==> src/rtl/step_control_unit_pkg.sv <==
// Shared constants for the 7-step processor control unit: opcodes, ALU codes,
// step encodings, flag bit positions and the packed strobe bundle.
package cpu_ctrl_pkg;

    localparam int NUM_STEPS_DEFAULT = 7;

    typedef enum logic [2:0] {
        STEP1 = 3'd0,
        STEP2 = 3'd1,
        STEP3 = 3'd2,
        STEP4 = 3'd3,
        STEP5 = 3'd4,
        STEP6 = 3'd5,
        STEP7 = 3'd6
    } step_e;

    // Upper nibble of a non-ALU instruction (ir[7] = 0).
    localparam logic [3:0] OP_LD    = 4'b0000;
    localparam logic [3:0] OP_ST    = 4'b0001;
    localparam logic [3:0] OP_DATA  = 4'b0010;
    localparam logic [3:0] OP_JMPR  = 4'b0011;
    localparam logic [3:0] OP_JMP   = 4'b0100;
    localparam logic [3:0] OP_JCAEZ = 4'b0101;
    localparam logic [3:0] OP_CLF   = 4'b0110;
    localparam logic [3:0] OP_IO    = 4'b0111;

    typedef enum logic [2:0] {
        ALU_ADD = 3'b000,
        ALU_SHR = 3'b001,
        ALU_SHL = 3'b010,
        ALU_NOT = 3'b011,
        ALU_AND = 3'b100,
        ALU_OR  = 3'b101,
        ALU_XOR = 3'b110,
        ALU_CMP = 3'b111
    } alu_op_e;

    localparam int FLAG_Z       = 0;
    localparam int FLAG_EQ      = 1;
    localparam int FLAG_ALARGER = 2;
    localparam int FLAG_C       = 3;

    typedef struct packed {
        logic       bus1;
        logic       en_iar;
        logic       en_ram;
        logic       en_acc;
        logic [3:0] en_reg;
        logic       set_iar;
        logic       set_mar;
        logic       set_ram;
        logic       set_ir;
        logic       set_tmp;
        logic       set_acc;
        logic       set_flags;
        logic [3:0] set_reg;
        alu_op_e    alu_op;
        logic       instr_done;
    } ctrl_t;

    function automatic logic [3:0] reg_sel(input logic [1:0] idx);
        return 4'b0001 << idx;
    endfunction

endpackage

==> src/rtl/step_control_unit_if.sv <==
// Control-unit <-> datapath signal bundle. Optional go input exists only
// when STEP_CONTROL_SINGLE_STEP_EN is defined.
interface step_control_unit_if;
    logic [7:0] ir;
    logic [3:0] flags;
`ifdef STEP_CONTROL_SINGLE_STEP_EN
    logic       go;
`endif
    logic [2:0] step;
    logic       bus1;
    logic       en_iar;
    logic       en_ram;
    logic       en_acc;
    logic [3:0] en_reg;
    logic       set_iar;
    logic       set_mar;
    logic       set_ram;
    logic       set_ir;
    logic       set_tmp;
    logic       set_acc;
    logic       set_flags;
    logic [3:0] set_reg;
    logic [2:0] alu_op;
    logic       instr_done;

    // master = control unit (drives strobes), slave = datapath.
`ifdef STEP_CONTROL_SINGLE_STEP_EN
    modport master (
        input  ir, flags, go,
        output step, bus1, en_iar, en_ram, en_acc, en_reg,
               set_iar, set_mar, set_ram, set_ir, set_tmp, set_acc, set_flags,
               set_reg, alu_op, instr_done
    );
    modport slave (
        output ir, flags, go,
        input  step, bus1, en_iar, en_ram, en_acc, en_reg,
               set_iar, set_mar, set_ram, set_ir, set_tmp, set_acc, set_flags,
               set_reg, alu_op, instr_done
    );
`else
    modport master (
        input  ir, flags,
        output step, bus1, en_iar, en_ram, en_acc, en_reg,
               set_iar, set_mar, set_ram, set_ir, set_tmp, set_acc, set_flags,
               set_reg, alu_op, instr_done
    );
    modport slave (
        output ir, flags,
        input  step, bus1, en_iar, en_ram, en_acc, en_reg,
               set_iar, set_mar, set_ram, set_ir, set_tmp, set_acc, set_flags,
               set_reg, alu_op, instr_done
    );
`endif
endinterface

==> src/rtl/step_control_unit_counter.sv <==
// Step counter 0..NUM_STEPS-1 with wrap; when STEP_CONTROL_SINGLE_STEP_EN is
// defined it parks on the last step until go is sampled high.
module step_counter
    import cpu_ctrl_pkg::*;
#(
    parameter int NUM_STEPS = NUM_STEPS_DEFAULT
) (
    input  logic       clk,
    input  logic       reset,
`ifdef STEP_CONTROL_SINGLE_STEP_EN
    input  logic       go_i,
`endif
    output logic [2:0] step_o
);

    localparam logic [2:0] LAST_STEP = 3'(NUM_STEPS - 1);

    logic [2:0] step_q;
    logic [2:0] step_d;

    always_comb begin
        step_d = step_q + 3'd1;
        if (step_q == LAST_STEP) begin
`ifdef STEP_CONTROL_SINGLE_STEP_EN
            step_d = go_i ? 3'd0 : step_q;
`else
            step_d = 3'd0;
`endif
        end
    end

    always_ff @(posedge clk or posedge reset) begin
        if (reset) begin
            step_q <= 3'd0;
        end else begin
            step_q <= step_d;
        end
    end

    assign step_o = step_q;

endmodule

==> src/rtl/step_control_unit.sv <==
// Control section of the 7-step processor: step counter plus instruction
// decoder. Optional single-step hold via STEP_CONTROL_SINGLE_STEP_EN.
module step_control_unit
    import cpu_ctrl_pkg::*;
#(
    parameter int NUM_STEPS = NUM_STEPS_DEFAULT
) (
    input  logic               clk,
    input  logic               reset,
    step_control_unit_if.master bus
);

    logic [2:0] step_w;
    ctrl_t      ctl;
    logic [1:0] ra;
    logic [1:0] rb;
    logic [2:0] alu_fn;
    logic       jump_taken;

    step_counter #(
        .NUM_STEPS (NUM_STEPS)
    ) u_step_counter (
        .clk    (clk),
        .reset  (reset),
`ifdef STEP_CONTROL_SINGLE_STEP_EN
        .go_i   (bus.go),
`endif
        .step_o (step_w)
    );

    assign ra         = bus.ir[3:2];
    assign rb         = bus.ir[1:0];
    assign alu_fn     = bus.ir[6:4];
    assign jump_taken = |(bus.ir[3:0] & bus.flags);

    always_comb begin
        ctl = '0;
        unique case (step_e'(step_w))
            STEP1: begin
                ctl.bus1    = 1'b1;
                ctl.en_iar  = 1'b1;
                ctl.set_mar = 1'b1;
                ctl.set_acc = 1'b1;
                ctl.alu_op  = ALU_ADD;
            end
            STEP2: begin
                ctl.en_ram = 1'b1;
                ctl.set_ir = 1'b1;
            end
            STEP3: begin
                ctl.en_acc  = 1'b1;
                ctl.set_iar = 1'b1;
            end
            STEP4: begin
                if (bus.ir[7]) begin
                    ctl.en_reg  = reg_sel(rb);
                    ctl.set_tmp = 1'b1;
                end else begin
                    case (bus.ir[7:4])
                        OP_LD, OP_ST: begin
                            ctl.en_reg  = reg_sel(ra);
                            ctl.set_mar = 1'b1;
                        end
                        OP_DATA, OP_JCAEZ: begin
                            ctl.bus1    = 1'b1;
                            ctl.en_iar  = 1'b1;
                            ctl.set_mar = 1'b1;
                            ctl.set_acc = 1'b1;
                        end
                        OP_JMPR: begin
                            ctl.en_reg  = reg_sel(rb);
                            ctl.set_iar = 1'b1;
                        end
                        OP_JMP: begin
                            ctl.en_iar  = 1'b1;
                            ctl.set_mar = 1'b1;
                        end
                        OP_CLF: begin
                            ctl.bus1      = 1'b1;
                            ctl.alu_op    = ALU_ADD;
                            ctl.set_flags = 1'b1;
                        end
                        default: ;
                    endcase
                end
            end
            STEP5: begin
                if (bus.ir[7]) begin
                    ctl.en_reg    = reg_sel(ra);
                    ctl.alu_op    = alu_op_e'(alu_fn);
                    ctl.set_acc   = 1'b1;
                    ctl.set_flags = 1'b1;
                end else begin
                    case (bus.ir[7:4])
                        OP_LD, OP_DATA: begin
                            ctl.en_ram  = 1'b1;
                            ctl.set_reg = reg_sel(rb);
                        end
                        OP_ST: begin
                            ctl.en_reg  = reg_sel(rb);
                            ctl.set_ram = 1'b1;
                        end
                        OP_JMP: begin
                            ctl.en_ram  = 1'b1;
                            ctl.set_iar = 1'b1;
                        end
                        OP_JCAEZ: begin
                            ctl.en_acc  = 1'b1;
                            ctl.set_iar = 1'b1;
                        end
                        default: ;
                    endcase
                end
            end
            STEP6: begin
                // CMP only updates flags, so its write-back is suppressed.
                if (bus.ir[7]) begin
                    if (alu_fn != ALU_CMP) begin
                        ctl.en_acc  = 1'b1;
                        ctl.set_reg = reg_sel(rb);
                    end
                end else begin
                    case (bus.ir[7:4])
                        OP_DATA: begin
                            ctl.en_acc  = 1'b1;
                            ctl.set_iar = 1'b1;
                        end
                        OP_JCAEZ: begin
                            if (jump_taken) begin
                                ctl.en_ram  = 1'b1;
                                ctl.set_iar = 1'b1;
                            end
                        end
                        default: ;
                    endcase
                end
            end
            STEP7: begin
                ctl.instr_done = 1'b1;
            end
            default: ;
        endcase

        // Strobes must drop immediately on reset, not only after the counter clears.
        if (reset) begin
            ctl = '0;
        end
    end

    assign bus.step       = step_w;
    assign bus.bus1       = ctl.bus1;
    assign bus.en_iar     = ctl.en_iar;
    assign bus.en_ram     = ctl.en_ram;
    assign bus.en_acc     = ctl.en_acc;
    assign bus.en_reg     = ctl.en_reg;
    assign bus.set_iar    = ctl.set_iar;
    assign bus.set_mar    = ctl.set_mar;
    assign bus.set_ram    = ctl.set_ram;
    assign bus.set_ir     = ctl.set_ir;
    assign bus.set_tmp    = ctl.set_tmp;
    assign bus.set_acc    = ctl.set_acc;
    assign bus.set_flags  = ctl.set_flags;
    assign bus.set_reg    = ctl.set_reg;
    assign bus.alu_op     = ctl.alu_op;
    assign bus.instr_done = ctl.instr_done;

endmodule

==> src/flat_wrapper.sv <==
// flat-port wrapper written by rule: the top's interface ports become plain ports
module step_control_unit_flat import cpu_ctrl_pkg::*;
#(
    parameter int NUM_STEPS = NUM_STEPS_DEFAULT
)
  (clk, reset, bus_ir, bus_flags, bus_step, bus_bus1, bus_en_iar, bus_en_ram, bus_en_acc, bus_en_reg, bus_set_iar, bus_set_mar, bus_set_ram, bus_set_ir, bus_set_tmp, bus_set_acc, bus_set_flags, bus_set_reg, bus_alu_op, bus_instr_done);
  step_control_unit_if bus_i ();
  input  logic clk;
  input  logic reset;
  input wire logic [$bits(bus_i.ir)-1:0] bus_ir;
  input wire logic [$bits(bus_i.flags)-1:0] bus_flags;
  output wire logic [$bits(bus_i.step)-1:0] bus_step;
  output wire logic [$bits(bus_i.bus1)-1:0] bus_bus1;
  output wire logic [$bits(bus_i.en_iar)-1:0] bus_en_iar;
  output wire logic [$bits(bus_i.en_ram)-1:0] bus_en_ram;
  output wire logic [$bits(bus_i.en_acc)-1:0] bus_en_acc;
  output wire logic [$bits(bus_i.en_reg)-1:0] bus_en_reg;
  output wire logic [$bits(bus_i.set_iar)-1:0] bus_set_iar;
  output wire logic [$bits(bus_i.set_mar)-1:0] bus_set_mar;
  output wire logic [$bits(bus_i.set_ram)-1:0] bus_set_ram;
  output wire logic [$bits(bus_i.set_ir)-1:0] bus_set_ir;
  output wire logic [$bits(bus_i.set_tmp)-1:0] bus_set_tmp;
  output wire logic [$bits(bus_i.set_acc)-1:0] bus_set_acc;
  output wire logic [$bits(bus_i.set_flags)-1:0] bus_set_flags;
  output wire logic [$bits(bus_i.set_reg)-1:0] bus_set_reg;
  output wire logic [$bits(bus_i.alu_op)-1:0] bus_alu_op;
  output wire logic [$bits(bus_i.instr_done)-1:0] bus_instr_done;
  assign bus_i.ir = bus_ir;
  assign bus_i.flags = bus_flags;
  assign bus_step = bus_i.step;
  assign bus_bus1 = bus_i.bus1;
  assign bus_en_iar = bus_i.en_iar;
  assign bus_en_ram = bus_i.en_ram;
  assign bus_en_acc = bus_i.en_acc;
  assign bus_en_reg = bus_i.en_reg;
  assign bus_set_iar = bus_i.set_iar;
  assign bus_set_mar = bus_i.set_mar;
  assign bus_set_ram = bus_i.set_ram;
  assign bus_set_ir = bus_i.set_ir;
  assign bus_set_tmp = bus_i.set_tmp;
  assign bus_set_acc = bus_i.set_acc;
  assign bus_set_flags = bus_i.set_flags;
  assign bus_set_reg = bus_i.set_reg;
  assign bus_alu_op = bus_i.alu_op;
  assign bus_instr_done = bus_i.instr_done;
  step_control_unit #(.NUM_STEPS(NUM_STEPS)) u_core (.clk(clk), .reset(reset), .bus(bus_i));
endmodule
==> config.mk <==
export PLATFORM = sky130hd
export DESIGN_NAME = step_control_unit_flat
export DESIGN_NICKNAME = d
export VERILOG_FILES = /design/src/rtl/step_control_unit_pkg.sv /design/src/rtl/step_control_unit_if.sv /design/src/rtl/step_control_unit_counter.sv /design/src/rtl/step_control_unit.sv /design/src/flat_wrapper.sv
export SDC_FILE = /design/constraint.sdc
export NUM_CORES = 1
export LEC_CHECK = 0
export ABC_AREA = 1
export CORE_AREA = 8 8 45 47
export CTS_CLUSTER_DIAMETER = 120
export DETAILED_ROUTE_END_ITERATION = 6
export DIE_AREA = 0 0 53 55
export DONT_BUFFER_PORTS = 1
export PLACE_DENSITY_LB_ADDON = 0.15
export SLEW_MARGIN = 40
export SYNTH_ARGS = -nofsm -noshare
export SYNTH_HDL_FRONTEND = slang
export SYNTH_SLANG_ARGS = --single-unit
==> constraint.sdc <==
create_clock -name clk -period 1.6 [get_ports clk]
set_input_delay 0.16 -clock clk [delete_from_list [all_inputs] [get_ports clk]]
set_output_delay 0.16 -clock clk [all_outputs]
set_load 0.005 [all_outputs]
==> impl_metrics.py, run 1 <==
metrics = {
    "setup_path": {
        "cp-start-kind": "register",
        "cp-end-kind": "output pin",
        "path_max_fanout": 8,
        "cp.required_ps": 1440,
        "cp.arrival_ps": 1490,
        "reg2reg_slack_ps": 540,
        "r2r_end": "u_core.u_step_counter.step_o[2]",
        "cp.buffers_inverters": 1,
        "crit_slowest_cell": "dfrtp_1",
        "timing_worst_setup_path_type": "register to output pin",
        "critPathTopFamily": "simple AND/OR/NAND/NOR gates",
        "r2r_start": "u_core.u_step_counter.step_o[0]",
        "r2r_cells": 6,
        "max_stage_delay_ps": 410,
        "crit_path_cell_trace": "buf_6 -> nand3_4 -> or2_4 -> nand2_4 -> nand2_1 -> a21oi_2",
    },
    "pwr": {
        "comb_power_share": 0.214,
        "ir_drop_uv": 275,
        "leakage_nw": 0.409,
        "p_total_uw": 265,
        "clkPwrFrac": 0.498,
        "switchingPower_uw": 75.8,
        "power_density_nw_per_um2": 294,
        "swShare": 0.287,
        "internal-power_uw": 189,
        "p_seq_frac": 0.289,
    },
    "cts": {
        "insertion_delay_ps": 230,
        "cts_tree": "built",
        "cts_buffer_depth": 2,
        "htree_levels": 1,
        "clk_pin_slew_ps": 30,
        "cts_sinks": 3,
        "cts_buffers": 3,
        "root_buffer": "clkbuf_4",
    },
    "sta": {
        "worst_slew_pin_slew_ps": 271,
        "maxSlewHeadroom": 0.818,
        "fmax_mhz": 604,
        "maxSlewViolCount": 0,
        "clock_skew_ps": 1.91,
        "period_share": 1.03,
        "period_needed_ps": 1650,
        "rsz0062_at_grt": "yes",
        "hold_viol_final": 0,
        "timing.hold.ws_ps": 286,
        "setup_slack_ps": -54.9,
        "setup_violations": 7,
    },
    "hold_path": {
        "min_path_type": "primary input to async pin",
    },
    "floorplan": {
        "die_height_um": 55,
        "core_area_um2": 1380,
        "io_pins": 40,
        "initial_core_util": 0.496,
        "die_area_um2": 2920,
        "die_w_um": 53,
        "fp-row-count": 14,
    },
    "synthesis": {
        "syn-num-nets": 152,
        "synth_area_um2": 687,
        "synth_seq_cells": 3,
        "netlist_instances": 137,
        "synth.distinct_cells": 20,
        "avgSynthCellArea_um2": 5.01,
        "yosys_warnings": 0,
        "seq_area_frac_synth": 0.109,
    },
    "final_layout": {
        "nets": 164,
        "fin_cells": 164,
        "largest_reg_flops": 3,
        "n_fill_cell": 142,
        "post-route-cell-area_um2": 900,
        "drive_gt1_frac": 0.345,
        "antennaDiodeCount": 0,
        "area_growth_syn_to_layout_pct": 31.0,
    },
    "global_route": {
        "grt_pass1_wl_um": 3310,
        "first_global_vias": 803,
        "grt_max_degree": 10,
        "antenna_found_initial": 0,
        "grt.overflow.total": 0,
        "gr-usage-all-layers": 0.146,
    },
    "routing": {
        "drtAntennaViolNets": 0,
        "wl_per_cell_um": 14.4,
        "drc": 0,
        "drtIter0Drc": 13,
        "vias": 919,
        "routed_wl_um": 2360,
        "drtPass1Iterations": 4,
        "vias_per_cell": 5.60,
    },
    "place": {
        "place_hpwl_um": 1790,
        "post-place-ws_ps": 92.2,
        "place_congestion": 0.848,
        "place_area_um2": 728,
        "port_buffers": 0,
        "dp_cells": 155,
    },
    "status": {
        "violations": "negative setup slack",
        "outcome": "finished with violations",
    },
    "flow_run": {
        "cap_violations": 0,
    },
}
-- metal layers --
layer | up-vias | part of all wire | global-route usage
met1 | 418 | 0.37 | 0.159
li1 | 456 | - | -
met3 | 6 | 0.11 | 0.0561
met5 | - | 0 | 0
met4 | 0 | 0.027 | 0.0647
met2 | 39 | 0.49 | 0.246
-- cells by family after synthesis --
family                     count (synthesis)  share of synthesized area
and+or+nand+nor                           83                      0.545
AOI/OAI and AO/OA                         22                      0.173
buffers and inverters                     28                      0.155
DFF                                        3                      0.109
adders and majority gates                  1                     0.0182
-- worst max-delay path by stage --
stage                    endpoint  cells past startpoint  slack [ps]                             from
floorplan           bus_en_reg[1]                      6         180  u_core.u_step_counter.step_o[2]
global placement       bus_en_iar                      5         110  u_core.u_step_counter.step_o[0]
detailed placement     bus_en_iar                      5          90  u_core.u_step_counter.step_o[0]
CTS                 bus_set_flags                      5         -30  u_core.u_step_counter.step_o[2]
global route        bus_en_reg[3]                      6        -110  u_core.u_step_counter.step_o[2]
finish              bus_en_reg[1]                      6         -50  u_core.u_step_counter.step_o[2]
-- per-stage QoR --
| step | setup TNS (ps) | util |
|---|---|---|
| 6_report | -250 | 0.650 |
| 5_1_grt | -1030 | 0.650 |
| 4_1_cts | -186 | 0.580 |
| 3_5_place_dp | 0 | 0.526 |
| 3_3_place_gp | 0 | 0.526 |
| 2_1_floorplan | 0 | - |
-- cell usage after synthesis (all sizes together) --
| master | instances | share of area |
|---|---|---|
| dfrtp | 3 | 0.11 |
| o31ai | 1 | 0.011 |
| a21oi | 10 | 0.073 |
| buf | 1 | 0.0073 |
| nand3 | 14 | 0.12 |
| clkbuf | 1 | 0.0055 |
| nor3 | 6 | 0.044 |
| nor2 | 24 | 0.14 |
| a211oi | 1 | 0.011 |
| o21ai | 10 | 0.078 |
| ha | 1 | 0.018 |
| nand2 | 38 | 0.23 |
| or2 | 1 | 0.013 |
| inv | 26 | 0.14 |
-- power by group through the flow --
stage	registers (mW)	logic, mW	clock network (mW)
2_1_floorplan	0.0773	0.0430	0
4_1_cts	0.0763	0.0508	0.134
3_5_place_dp	0.0773	0.0480	0
6_report	0.0764	0.0565	0.132
5_1_grt	0.0762	0.0644	0.140
3_3_place_gp	0.0773	0.0476	0
-- final cells by class --
cell class	count	area, um^2	share of cell area
multi-input cells	106	601	0.668
inverters	26	103	0.114
flip-flops and latches	3	76.3	0.0848
repair buffers	9	73.8	0.0821
clock buffers	4	26.3	0.0292
well taps	16	20.0	0.0223
-- what timing repair did --
| action | in CTS | in global routing |
|---|---|---|
| hold endpoints to repair | 3 | 0 |
| gates resized for setup | 12 | 26 |
| endpoints found under the setup margin | 16 | 18 |
| setup buffers | 2 | 2 |
| hold buffers | 1 | 0 |
| pin swaps | 5 | 6 |
| cloned | 0 | 0 |
-- layout by cell type, fill, tap and decap left out, drive strengths merged, types with 3 or more instances in the layout --
cell type / count
nand3: 14
a21oi: 10
buf: 8
o21ai: 10
inv: 26
dfrtp: 3
nor3: 6
nand2: 38
nor2: 24
clkbuf: 4
No activity file was read; power rests on OpenSTA's default activity.
==> run 2: changes to the inputs <==
Settings changed: CORE_AREA 8 8 45 47 to unset, CORE_MARGIN set to 8, CORE_UTILIZATION set to 45, CTS_CLUSTER_SIZE set to 14, DIE_AREA 0 0 53 55 to unset.
==> impl_metrics.py, run 2 (synthesis results as in run 1) <==
metrics = {
    "pwr": {
        "power_density_nw_per_um2": 269,
        "p_total_uw": 258,
        "leakage_nw": 0.443,
        "ir_drop_uv": 621,
    },
    "floorplan": {
        "core_area_um2": 1470,
        "die_height_um": 55.1,
        "io_pins": 40,
        "initial_core_util": 0.467,
        "die_area_um2": 3030,
        "die_w_um": 55.1,
        "fp-row-count": 14,
    },
    "routing": {
        "vias_per_cell": 5.48,
        "drc": 0,
        "drtIter0Drc": 16,
        "routed_wl_um": 2300,
        "vias": 909,
        "drtAntennaViolNets": 0,
        "drtPass1Iterations": 4,
        "wl_per_cell_um": 13.8,
    },
    "setup_path": {
        "crit_path_cell_trace": "inv_2 -> buf_12 -> nor2_4 -> nand3_2 -> o31ai_2 -> nand2_2 -> nor2_2",
        "critPathTopFamily": "simple AND/OR/NAND/NOR gates",
        "r2r_cells": 6,
        "reg2reg_slack_ps": 580,
        "cp-end-kind": "output pin",
        "timing_worst_setup_path_type": "register to output pin",
        "crit_start": "u_core.u_step_counter.step_o[2]",
        "max_stage_delay_ps": 420,
        "cp.buffers_inverters": 2,
        "r2r_start": "u_core.u_step_counter.step_o[1]",
        "path_max_fanout": 4,
        "cp.arrival_ps": 1450,
        "cp.required_ps": 1440,
        "cp-start-kind": "register",
        "crit_slowest_cell": "dfrtp_1",
        "r2r_end": "u_core.u_step_counter.step_o[2]",
    },
    "final_layout": {
        "mostFrequentLayoutCells": "nand2_1, inv_1, nor2_1",
        "multiInputGateArea_um2": 633,
        "antennaDiodeCount": 0,
        "final_common_cell": "nand2_1",
        "n_fill_cell": 148,
        "drive_gt1_frac": 0.360,
        "largest_reg_flops": 3,
        "seqCellArea_um2": 75.1,
        "nets": 166,
        "area_growth_syn_to_layout_pct": 39.5,
    },
    "sta": {
        "period_needed_ps": 1610,
        "setup_slack_ps": -6.36,
        "maxSlewViolCount": 0,
        "rsz0062_at_grt": "yes",
        "fmax_mhz": 623,
        "clock_skew_ps": 3.90,
        "worst_slew_pin_slew_ps": 338,
        "setup_violations": 1,
        "period_share": 1.00,
        "hold_viol_final": 0,
        "maxSlewHeadroom": 0.773,
    },
    "cts": {
        "clk_pin_slew_ps": 40,
        "root_buffer": "clkbuf_4",
        "cts_buffers": 3,
        "cts_buffer_depth": 2,
        "cts_sinks": 3,
        "insertion_delay_ps": 220,
        "htree_levels": 1,
        "cts_tree": "built",
    },
    "place": {
        "place_hpwl_um": 1840,
        "port_buffers": 0,
        "place_congestion": 0.840,
        "post-place-ws_ps": 156,
    },
    "global_route": {
        "grt.overflow.total": 0,
        "grt_max_degree": 10,
        "antenna_found_initial": 0,
        "grt_pass1_wl_um": 3550,
        "first_global_vias": 824,
        "gr-usage-all-layers": 0.148,
    },
    "hold_path": {
        "whs_path_depth": 1,
        "min_path_type": "primary input to output pin",
        "min_to": "bus_bus1",
        "min_from": "reset",
    },
    "status": {
        "outcome": "finished with violations",
        "violations": "negative setup slack",
    },
    "flow_run": {
        "cap_violations": 0,
    },
}
-- run 2: how the worst max path moves through the flow --
stage,endpoint,slack (ps),cells after the start
finish,bus_set_reg[3],-6,7
global route,bus_en_reg[3],-110,7
CTS,bus_en_reg[2],-20,6
detailed placement,bus_en_reg[3],160,6
global placement,bus_set_reg[3],160,7
floorplan,bus_en_reg[1],180,6
-- run 2: metal layers --
| layer | GRT usage | wire [um] | share of wire | up-vias |
|---|---|---|---|---|
| met4 | 0 | 6 | 0.0026 | 0 |
| met1 | 0.169 | 894 | 0.39 | 404 |
| met5 | 0 | 0 | 0 | - |
| met3 | 0.0267 | 212 | 0.092 | 2 |
| li1 | - | - | - | 461 |
| met2 | 0.291 | 1180 | 0.52 | 42 |
-- run 2: worst register-to-register path, stage by stage, from the launching register on --
cell     delay (ps)
dfrtp_1         410
nand2_2         100
inv_2            50
ha_4            240
inv_1            30
nand2_1          50
inv_1            40
-- run 2: what timing repair did --
item,CTS,global route
setup buffers,2,3
gates resized for setup,23,22
pin swaps,10,9
hold endpoints to repair,3,0
hold buffers,1,0
setup endpoints to repair,13,14
-- run 2: report_power, final --
| part | leakage, nW | internal (mW) | switching, mW | total [mW] |
|---|---|---|---|---|
| Combinational | 0.386 | 0.0189 | 0.0376 | 0.0565 |
| Sequential | 0.0426 | 0.0764 | 0 | 0.0764 |
| Clock | 0.0150 | 0.0929 | 0.0319 | 0.125 |
| Total | 0.443 | 0.188 | 0.0695 | 0.258 |
-- run 2: layout make-up --
type | count | share of cell area
Timing Repair Buffer | 11 | 0.106
Tap cell | 16 | 0.0209
Inverter | 26 | 0.107
Multi-Input combinational cell | 106 | 0.661
Sequential cell | 3 | 0.0783
Clock buffer | 4 | 0.0274
-- run 2: per-stage QoR --
stage	hold WS, ps	utilization	std cells	setup TNS, ps	cell area, um^2
3_5_place_dp	142	0.500	156	0	736
4_1_cts	356	0.578	163	-54.2	851
2_1_floorplan	161	-	137	0	687
5_1_grt	343	0.651	166	-860	958
3_3_place_gp	144	0.500	156	0	736
6_report	340	0.651	166	-6.36	958
